File: config.mk
export PLATFORM = sky130hd
export DESIGN_NAME = hack_cpu_ctrl
export DESIGN_NICKNAME = d
export VERILOG_FILES = /design/src/rtl/hack_cpu_ctrl.sv
export SDC_FILE = /design/constraint.sdc
export NUM_CORES = 1
export LEC_CHECK = 0
export ABC_CLOCK_PERIOD_IN_PS = 5100
export CORE_MARGIN = 3
export CORE_UTILIZATION = 40
export DETAILED_ROUTE_END_ITERATION = 8
export PLACE_DENSITY = 0.66
export SETUP_SLACK_MARGIN = 0.3
export SLEW_MARGIN = 20
export SYNTH_ARGS = -nofsm -noshare
export SYNTH_HDL_FRONTEND = slang
export SYNTH_SLANG_ARGS = --single-unit
File: constraint.sdc
create_clock -name clk -period 5.1 [get_ports clk]
set_input_delay 0.51 -clock clk [delete_from_list [all_inputs] [get_ports clk]]
set_output_delay 0.51 -clock clk [all_outputs]
set_load 0.02 [all_outputs]
File: src/rtl/hack_cpu_ctrl.sv
// Multi-cycle Hack CPU controller: fetch, decode, optional M read, execute on
// the external ALU, optional M write. Holds A, D, PC and the instruction word.
//
// state    | meaning
// ---------+------------------------------------------------------------
// S_FETCH  | imem_req asserted at PC, wait for imem_ack, latch IR
// S_DECODE | A-instruction completes here; C-instruction picks MREAD/EXEC
// S_MREAD  | dmem_rd at A[14:0], wait for dmem_ack, latch M
// S_EXEC   | ALU result written to A/D, jump resolved, M write scheduled
// S_MWRITE | dmem_wr at old A with ALU result, PC updated on dmem_ack
module hack_cpu_ctrl #(
  parameter logic [14:0] RESET_PC = 15'd0
) (
  input  logic        clk,
  input  logic        rst,
  output logic        imem_req,
  output logic [14:0] imem_addr,
  input  logic        imem_ack,
  input  logic [15:0] imem_data,
  output logic        dmem_rd,
  output logic        dmem_wr,
  output logic [14:0] dmem_addr,
  output logic [15:0] dmem_wdata,
  input  logic        dmem_ack,
  input  logic [15:0] dmem_rdata,
  output logic [15:0] alu_x,
  output logic [15:0] alu_y,
  output logic [5:0]  alu_c,
  input  logic [15:0] alu_out,
  input  logic        alu_zr,
  input  logic        alu_ng,
  output logic [14:0] pc,
  output logic [15:0] a_reg,
  output logic [15:0] d_reg
);

  typedef enum logic [2:0] {
    S_FETCH  = 3'd0,
    S_DECODE = 3'd1,
    S_MREAD  = 3'd2,
    S_EXEC   = 3'd3,
    S_MWRITE = 3'd4
  } state_t;

  state_t      state_q, state_d;
  logic [14:0] pc_q, pc_d;
  logic [14:0] pc_pend_q, pc_pend_d;
  logic [14:0] daddr_q, daddr_d;
  logic [15:0] a_q, a_d;
  logic [15:0] d_q, d_d;
  logic [15:0] ir_q, ir_d;
  logic [15:0] m_q, m_d;
  logic [15:0] wdata_q, wdata_d;
  logic [14:0] pc_inc;
  logic        jump;
  logic        unused_ir;

  // IR[14:13] carry no meaning for C-instructions
  assign unused_ir = ^ir_q[14:13];

  assign pc_inc = pc_q + 15'd1;
  assign jump   = (ir_q[2] & alu_ng) | (ir_q[1] & alu_zr) | (ir_q[0] & ~alu_ng & ~alu_zr);

  // Requests decode straight from state; fetch is masked while reset is held
  // because the reset state is FETCH.
  assign imem_req   = (state_q == S_FETCH) & ~rst;
  assign imem_addr  = pc_q;
  assign dmem_rd    = (state_q == S_MREAD);
  assign dmem_wr    = (state_q == S_MWRITE);
  assign dmem_addr  = daddr_q;
  assign dmem_wdata = wdata_q;

  assign alu_x = d_q;
  assign alu_y = ir_q[12] ? m_q : a_q;
  assign alu_c = ir_q[11:6];

  assign pc    = pc_q;
  assign a_reg = a_q;
  assign d_reg = d_q;

  // Next-state and datapath update for every state
  always_comb begin
    state_d   = state_q;
    pc_d      = pc_q;
    pc_pend_d = pc_pend_q;
    daddr_d   = daddr_q;
    a_d       = a_q;
    d_d       = d_q;
    ir_d      = ir_q;
    m_d       = m_q;
    wdata_d   = wdata_q;
    case (state_q)
      S_FETCH: begin
        if (imem_ack) begin
          ir_d    = imem_data;
          state_d = S_DECODE;
        end
      end
      S_DECODE: begin
        if (!ir_q[15]) begin
          a_d     = {1'b0, ir_q[14:0]};
          pc_d    = pc_inc;
          state_d = S_FETCH;
        end else if (ir_q[12]) begin
          daddr_d = a_q[14:0];
          state_d = S_MREAD;
        end else begin
          state_d = S_EXEC;
        end
      end
      S_MREAD: begin
        if (dmem_ack) begin
          m_d     = dmem_rdata;
          state_d = S_EXEC;
        end
      end
      S_EXEC: begin
        if (ir_q[4]) d_d = alu_out;
        if (ir_q[5]) a_d = alu_out;
        // a_q here is still the pre-instruction A: used for both write address and jump target
        if (ir_q[3]) begin
          daddr_d   = a_q[14:0];
          wdata_d   = alu_out;
          pc_pend_d = jump ? a_q[14:0] : pc_inc;
          state_d   = S_MWRITE;
        end else begin
          pc_d    = jump ? a_q[14:0] : pc_inc;
          state_d = S_FETCH;
        end
      end
      S_MWRITE: begin
        if (dmem_ack) begin
          pc_d    = pc_pend_q;
          state_d = S_FETCH;
        end
      end
      default: state_d = S_FETCH;
    endcase
  end

  // State and datapath registers
  always_ff @(posedge clk or posedge rst) begin
    if (rst) begin
      state_q   <= S_FETCH;
      pc_q      <= RESET_PC;
      pc_pend_q <= RESET_PC;
      daddr_q   <= 15'd0;
      a_q       <= 16'd0;
      d_q       <= 16'd0;
      ir_q      <= 16'd0;
      m_q       <= 16'd0;
      wdata_q   <= 16'd0;
    end else begin
      state_q   <= state_d;
      pc_q      <= pc_d;
      pc_pend_q <= pc_pend_d;
      daddr_q   <= daddr_d;
      a_q       <= a_d;
      d_q       <= d_d;
      ir_q      <= ir_d;
      m_q       <= m_d;
      wdata_q   <= wdata_d;
    end
  end

endmodule
==> results of run 1 <==
-- per-layer routing --
layer  vias to the layer above  wire (µm)  GRT usage
met4                         0        207     0.0497
met2                       175       8580      0.334
met5                         -          0          0
met1                      2410       7280      0.255
li1                       2183          -          -
met3                        13       1330     0.0691
-- cells by family (layout without fill, tap and decap cells) --
family / after synthesis / count (layout) / synth area share
xor gates and xnor gates: 12 / 12 / 0.0165
muxes: 118 / 118 / 0.204
DFF: 128 / 128 / 0.502
adders and majority gates: 1 / 1 / 0.00196
and+or+nand+nor: 108 / 108 / 0.0948
buffers and inverters: 71 / 235 / 0.0746
AOI/OAI and AO/OA: 97 / 97 / 0.107
-- cells in the mapped netlist, types with 5 or more instances --
cell	instances	area share
xnor2_1	8	0.011
o21a_1	5	0.0059
inv_1	7	0.0041
clkbuf_1	6	0.0035
nand2_1	44	0.026
dfrtp_1	128	0.50
o211ai_1	9	0.011
buf_2	9	0.0071
nand3_1	8	0.0063
buf_6	5	0.0088
mux2i_1	21	0.033
a21oi_1	6	0.0047
nor2_1	27	0.016
a22oi_1	5	0.0059
a211oi_1	5	0.0059
buf_4	43	0.051
mux2_2	96	0.17
o21ai_0	36	0.028
-- power by group through the flow --
| stage | sequential, mW | clock, mW | combinational (mW) |
|---|---|---|---|
| final | 2.09 | 1.24 | 3.36 |
| after CTS | 2.10 | 1.26 | 3.39 |
| after global routing | 2.18 | 1.31 | 3.59 |
| after global placement | 2.08 | 0 | 3.32 |
| after floorplan | 2.23 | 0 | 1.91 |
| after detailed placement | 2.11 | 0 | 3.37 |
-- area by class of cell --
type,instances,area share
clock inverters,12,0.0183
clock buffers,19,0.0506
flip-flops and latches,128,0.366
repair buffers,197,0.223
well taps,211,0.0302
multi-input cells,336,0.309
inverters,7,0.00329
-- worst max-delay path, cell delays in order, from the launching register on --
cell             delay, ps
dfrtp_1                580
nor3b_2                620
clkdlybuf4s50_1        740
-- per-stage QoR --
stage | hold WS [ps] | area, µm² | setup slack (ps) | instances | utilization
CTS | 478 | 8740 | 2230 | 909 | 0.567
detailed placement | 466 | 8140 | 2300 | 878 | 0.528
global placement | 457 | 8140 | 2350 | 878 | 0.528
global route | 485 | 8760 | 2110 | 910 | 0.568
finish | 480 | 8760 | 2230 | 910 | 0.568
floorplan | 440 | 6390 | 1180 | 535 | -
-- path summary, 6_finish.rpt --
check / endpoint / slack (ps) / depth (start not counted)
worst min-delay path: pc_pend_q[14] / 480 / 1
worst min register to register: pc_pend_q[14] / 480 / 1
min in group asynchronous: state_q[0] / 660 / 2
worst max register to register: imem_addr[10] / 2640 / 5
max in group asynchronous: a_reg[13] / 3510 / 3
worst max-delay path: dmem_wr / 2230 / 2
==> impl_metrics.yaml, run 1 <==
synthesis:
  synth_warnings: 0
  async_flop_share: 1.00
  synthCells: 535
  syn-num-nets: 590
  synth_cell_types: 56
  avgSynthCellArea_um2: 11.9
  ys_seq_area_frac: 0.502
  ys.flop_type: "dfrtp_1"
  synth_edf_count: 0
  yosys_register_bits: 128
  synth_area_um2: 6390
clock_network:
  cts-htree-levels: 4
  postCtsResizedCells: 0
  ctsHoldBuffers: 0
  clkTransAtPathRegs_ps: 50
  post-cts-setup-buffer-count: 0
  clock-sinks: 128
  clockRootBuffer: "clkbuf_16"
  clk_path_buf_depth: 2
  cts_buffers: 17
  cts_tree: "built"
  clk_latency_ps: 420
floorplan:
  core_area_um2: 15400
  die_y_um: 132
  fp-row-count: 45
  initial_core_util: 0.414
  design.die.area_um2: 17500
  io_pins: 188
  die_x_um: 132
sta:
  period_minus_slack_ps: 2870
  slew_violations: 0
  finClkSkew_ps: 9.24
  fin_crit_sh: 0.562
  worst_slew_pin_slew_ps: 860
  maxSlewHeadroom: 0.427
  hold_viol_final: 0
  fmax_ghz: 0.349
  setup_viol: 0
  grt_setup_unrepaired: "false"
  final.setup.tns_ps: 0
placement:
  hpwl_um: 12400
  port_buffers: 187
  routabilityCongestion: 0.796
drt:
  drtIter0Drc: 402
  vias: 4781
  drt_pass1_iterations: 5
  routed_wirelength_um: 17400
  ant_nets: 0
  viasPerCell: 5.25
  drc_errors: 0
  wl_per_cell_um: 19.1
worst_setup_path:
  r2r-start: "state_q[1]"
  cp-end-kind: "output pin"
  critPathKind: "reg2out"
  worstPathArrival_ps: 2360
  cp-startpoint: "state_q[2]"
  worstPathRequired_ps: 4590
  startpoint_type: "flip-flop"
  critical_path_peak_fanout: 10
pwr:
  p_leak_nw: 3.54
  power.share.combinational: 0.502
  swShare: 0.403
  p_int_mw: 3.99
  vdd_ir_drop_max_mv: 0.415
  p_switching_mw: 2.70
  seqPwrFrac: 0.313
  power.share.clock: 0.186
  power.total_mw: 6.69
  p_per_area_nw_per_um2: 765
run_status:
  outcome: "finished clean"
finish:
  nets: 742
  regArea_um2: 3200
  fill_cells: 1322
  final_common_cell: "clkdlybuf4s50_1"
  n_antenna_cell: 0
  syn2layout_area_growth_pct: 37.1
  drive_gt1_frac: 0.222
  layout_common_cells: "clkdlybuf4s50_1 (187), dfrtp_1 (128), mux2_2 (96)"
  multi_input_area_um2: 2710
global_routing:
  antenna_found_initial: 0
  grt_pass1_wl_um: 27700
  grt_pass1_vias: 4970
  grt_usage: 0.202
  grt_max_degree: 69
  grt_overflow: 0
worst_hold_path:
  hp-start: "pc_pend_q[14]"
  hold_path.class: "reg2reg"
run:
  cap_violations: 0
(Power assumes the default switching activity.)
==> run 2: changes to the inputs <==
Settings changed: ABC_CLOCK_PERIOD_IN_PS 5100 to 2700.
Clock period 5.1 ns to 2.7 ns, I/O delays scaled along.
==> impl_metrics.yaml, run 2 (same netlist as run 1, synthesis figures left out) <==
run_status:
  outcome: "finished clean"
drt:
  ant_nets: 0
  drtIter0Drc: 286
  wl_per_cell_um: 18.9
  drt_pass1_iterations: 4
  drc_errors: 0
  viasPerCell: 5.19
  routed_wirelength_um: 17400
  vias: 4758
sta:
  finClkSkew_ps: 7.07
  worst_slew_pin_slew_ps: 568
  slew_violations: 0
  setup_viol: 0
  grt_setup_unrepaired: "false"
  period_minus_slack_ps: 2290
  fin_crit_sh: 0.847
  holdWs_ps: 372
  maxSlewHeadroom: 0.620
  hold_viol_final: 0
  fmax_ghz: 0.437
  final.setup.tns_ps: 0
worst_setup_path:
  cp_num_cells: 2
  critPathBufInv: 1
  cp_top_family: "flip-flops"
  worstPathRequired_ps: 2430
  worstPathArrival_ps: 2020
  cp_slowest_stage_delay_ps: 660
  path_cells: "mux2_2 > clkdlybuf4s50_1"
  cp-end-kind: "output pin"
  critPathKind: "reg2out"
  startpoint_type: "flip-flop"
  critical_path_peak_fanout: 20
  r2r_cells: 6
  crit_slowest_cell: "dfrtp_2"
floorplan:
  fp-row-count: 45
  die_x_um: 132
  design.die.area_um2: 17500
  core_area_um2: 15400
  die_y_um: 132
  initial_core_util: 0.414
  io_pins: 188
finish:
  n_antenna_cell: 0
  syn2layout_area_growth_pct: 37.9
  layout_common_cells: "clkdlybuf4s50_1 (186), dfrtp_1 (126), mux2_2 (96)"
  fill_cells: 1311
  final_common_cell: "clkdlybuf4s50_1"
  nets: 748
  post-route-util: 0.571
  drive_gt1_frac: 0.228
global_routing:
  grt_max_degree: 96
  grt_overflow: 0
  antenna_found_initial: 0
  grt_pass1_wl_um: 27800
  grt_usage: 0.202
  grt_pass1_vias: 4903
placement:
  hpwl_um: 12500
  routabilityCongestion: 0.865
  port_buffers: 187
pwr:
  power.share.clock: 0.176
  power.share.combinational: 0.511
  power.total_mw: 12.6
  p_per_area_nw_per_um2: 1430
  seqPwrFrac: 0.313
  p_leak_nw: 3.59
  p_int_mw: 7.53
  swShare: 0.401
  vdd_ir_drop_max_mv: 0.741
  p_switching_mw: 5.03
clock_network:
  cts_buffers: 17
  clk_path_buf_depth: 2
  clk_latency_ps: 420
  clock-sinks: 128
  clockRootBuffer: "clkbuf_16"
  cts-htree-levels: 4
  clkTransAtPathRegs_ps: 50
  cts_tree: "built"
run:
  cap_violations: 0
worst_hold_path:
  hold_path.class: "in2async"
## run 2: changes by cell type in the layout (fill, tap and decap cells not counted), sizes merged
cell / delta
inv: -3
buf: +6
clkbuf: +8
clkdlybuf4s50: -1
dlygate4sd2: +1
bufinv: -2
clkinv: +1
clkinvlp: -3
## run 2: power groups by stage
stage / Clock, mW / Sequential [mW] / Combinational [mW]
after floorplan: 0 / 4.22 / 3.62
after global placement: 0 / 3.90 / 6.39
after detailed placement: 0 / 3.96 / 6.46
after CTS: 2.24 / 3.94 / 6.50
after global routing: 2.34 / 4.08 / 6.87
final: 2.21 / 3.93 / 6.42
## run 2: metrics by stage
stage / worst slack (ps) / std cells / instance area [µm²]
6_report: 412 / 917 / 8810
5_1_grt: 343 / 917 / 8810
4_1_cts: 392 / 917 / 8810
3_5_place_dp: 486 / 885 / 8230
3_3_place_gp: 536 / 885 / 8230
2_1_floorplan: 691 / 535 / 6390
## run 2: cell type report
cell class              count  area, µm²  share of cell area
flip-flops and latches    128       3210               0.364
multi-input cells         336       2710               0.307
repair buffers            203       2030               0.230
clock buffers              27        523              0.0594
well taps                 211        264              0.0300
clock inverters             5       50.0             0.00568
inverters                   7       30.0             0.00341
## run 2: repair_timing
item,CTS,global route
buffers inserted,0,0
hold buffers,0,0
gates resized for setup,2,1
endpoints found under the setup margin,17,2
## run 2: path summary, 6_finish.rpt
check / from / end / slack (ps)
setup reg to reg: state_q[2] / imem_addr[12] / 540
max in group asynchronous: rst / pc_pend_q[8] / 1880
hold / removal: rst / state_q[2] / 370
min in group clk: imem_data[11] / ir_q[11] / 460
setup / recovery: ir_q[12] / alu_y[12] / 410
hold reg to reg: pc_pend_q[7] / pc_pend_q[7] / 480
## run 2: layer usage
metal	up-vias	routed length (µm)	track usage
li1	2202	-	-
met1	2374	7280	0.257
met2	164	8450	0.325
met3	18	1330	0.0702
met4	0	304	0.0612
met5	-	0	0
## run 2: worst min-delay path, stage by stage
cell             delay, ps
clkdlybuf4s50_1        470
clkinvlp_4             120
buf_12                 360
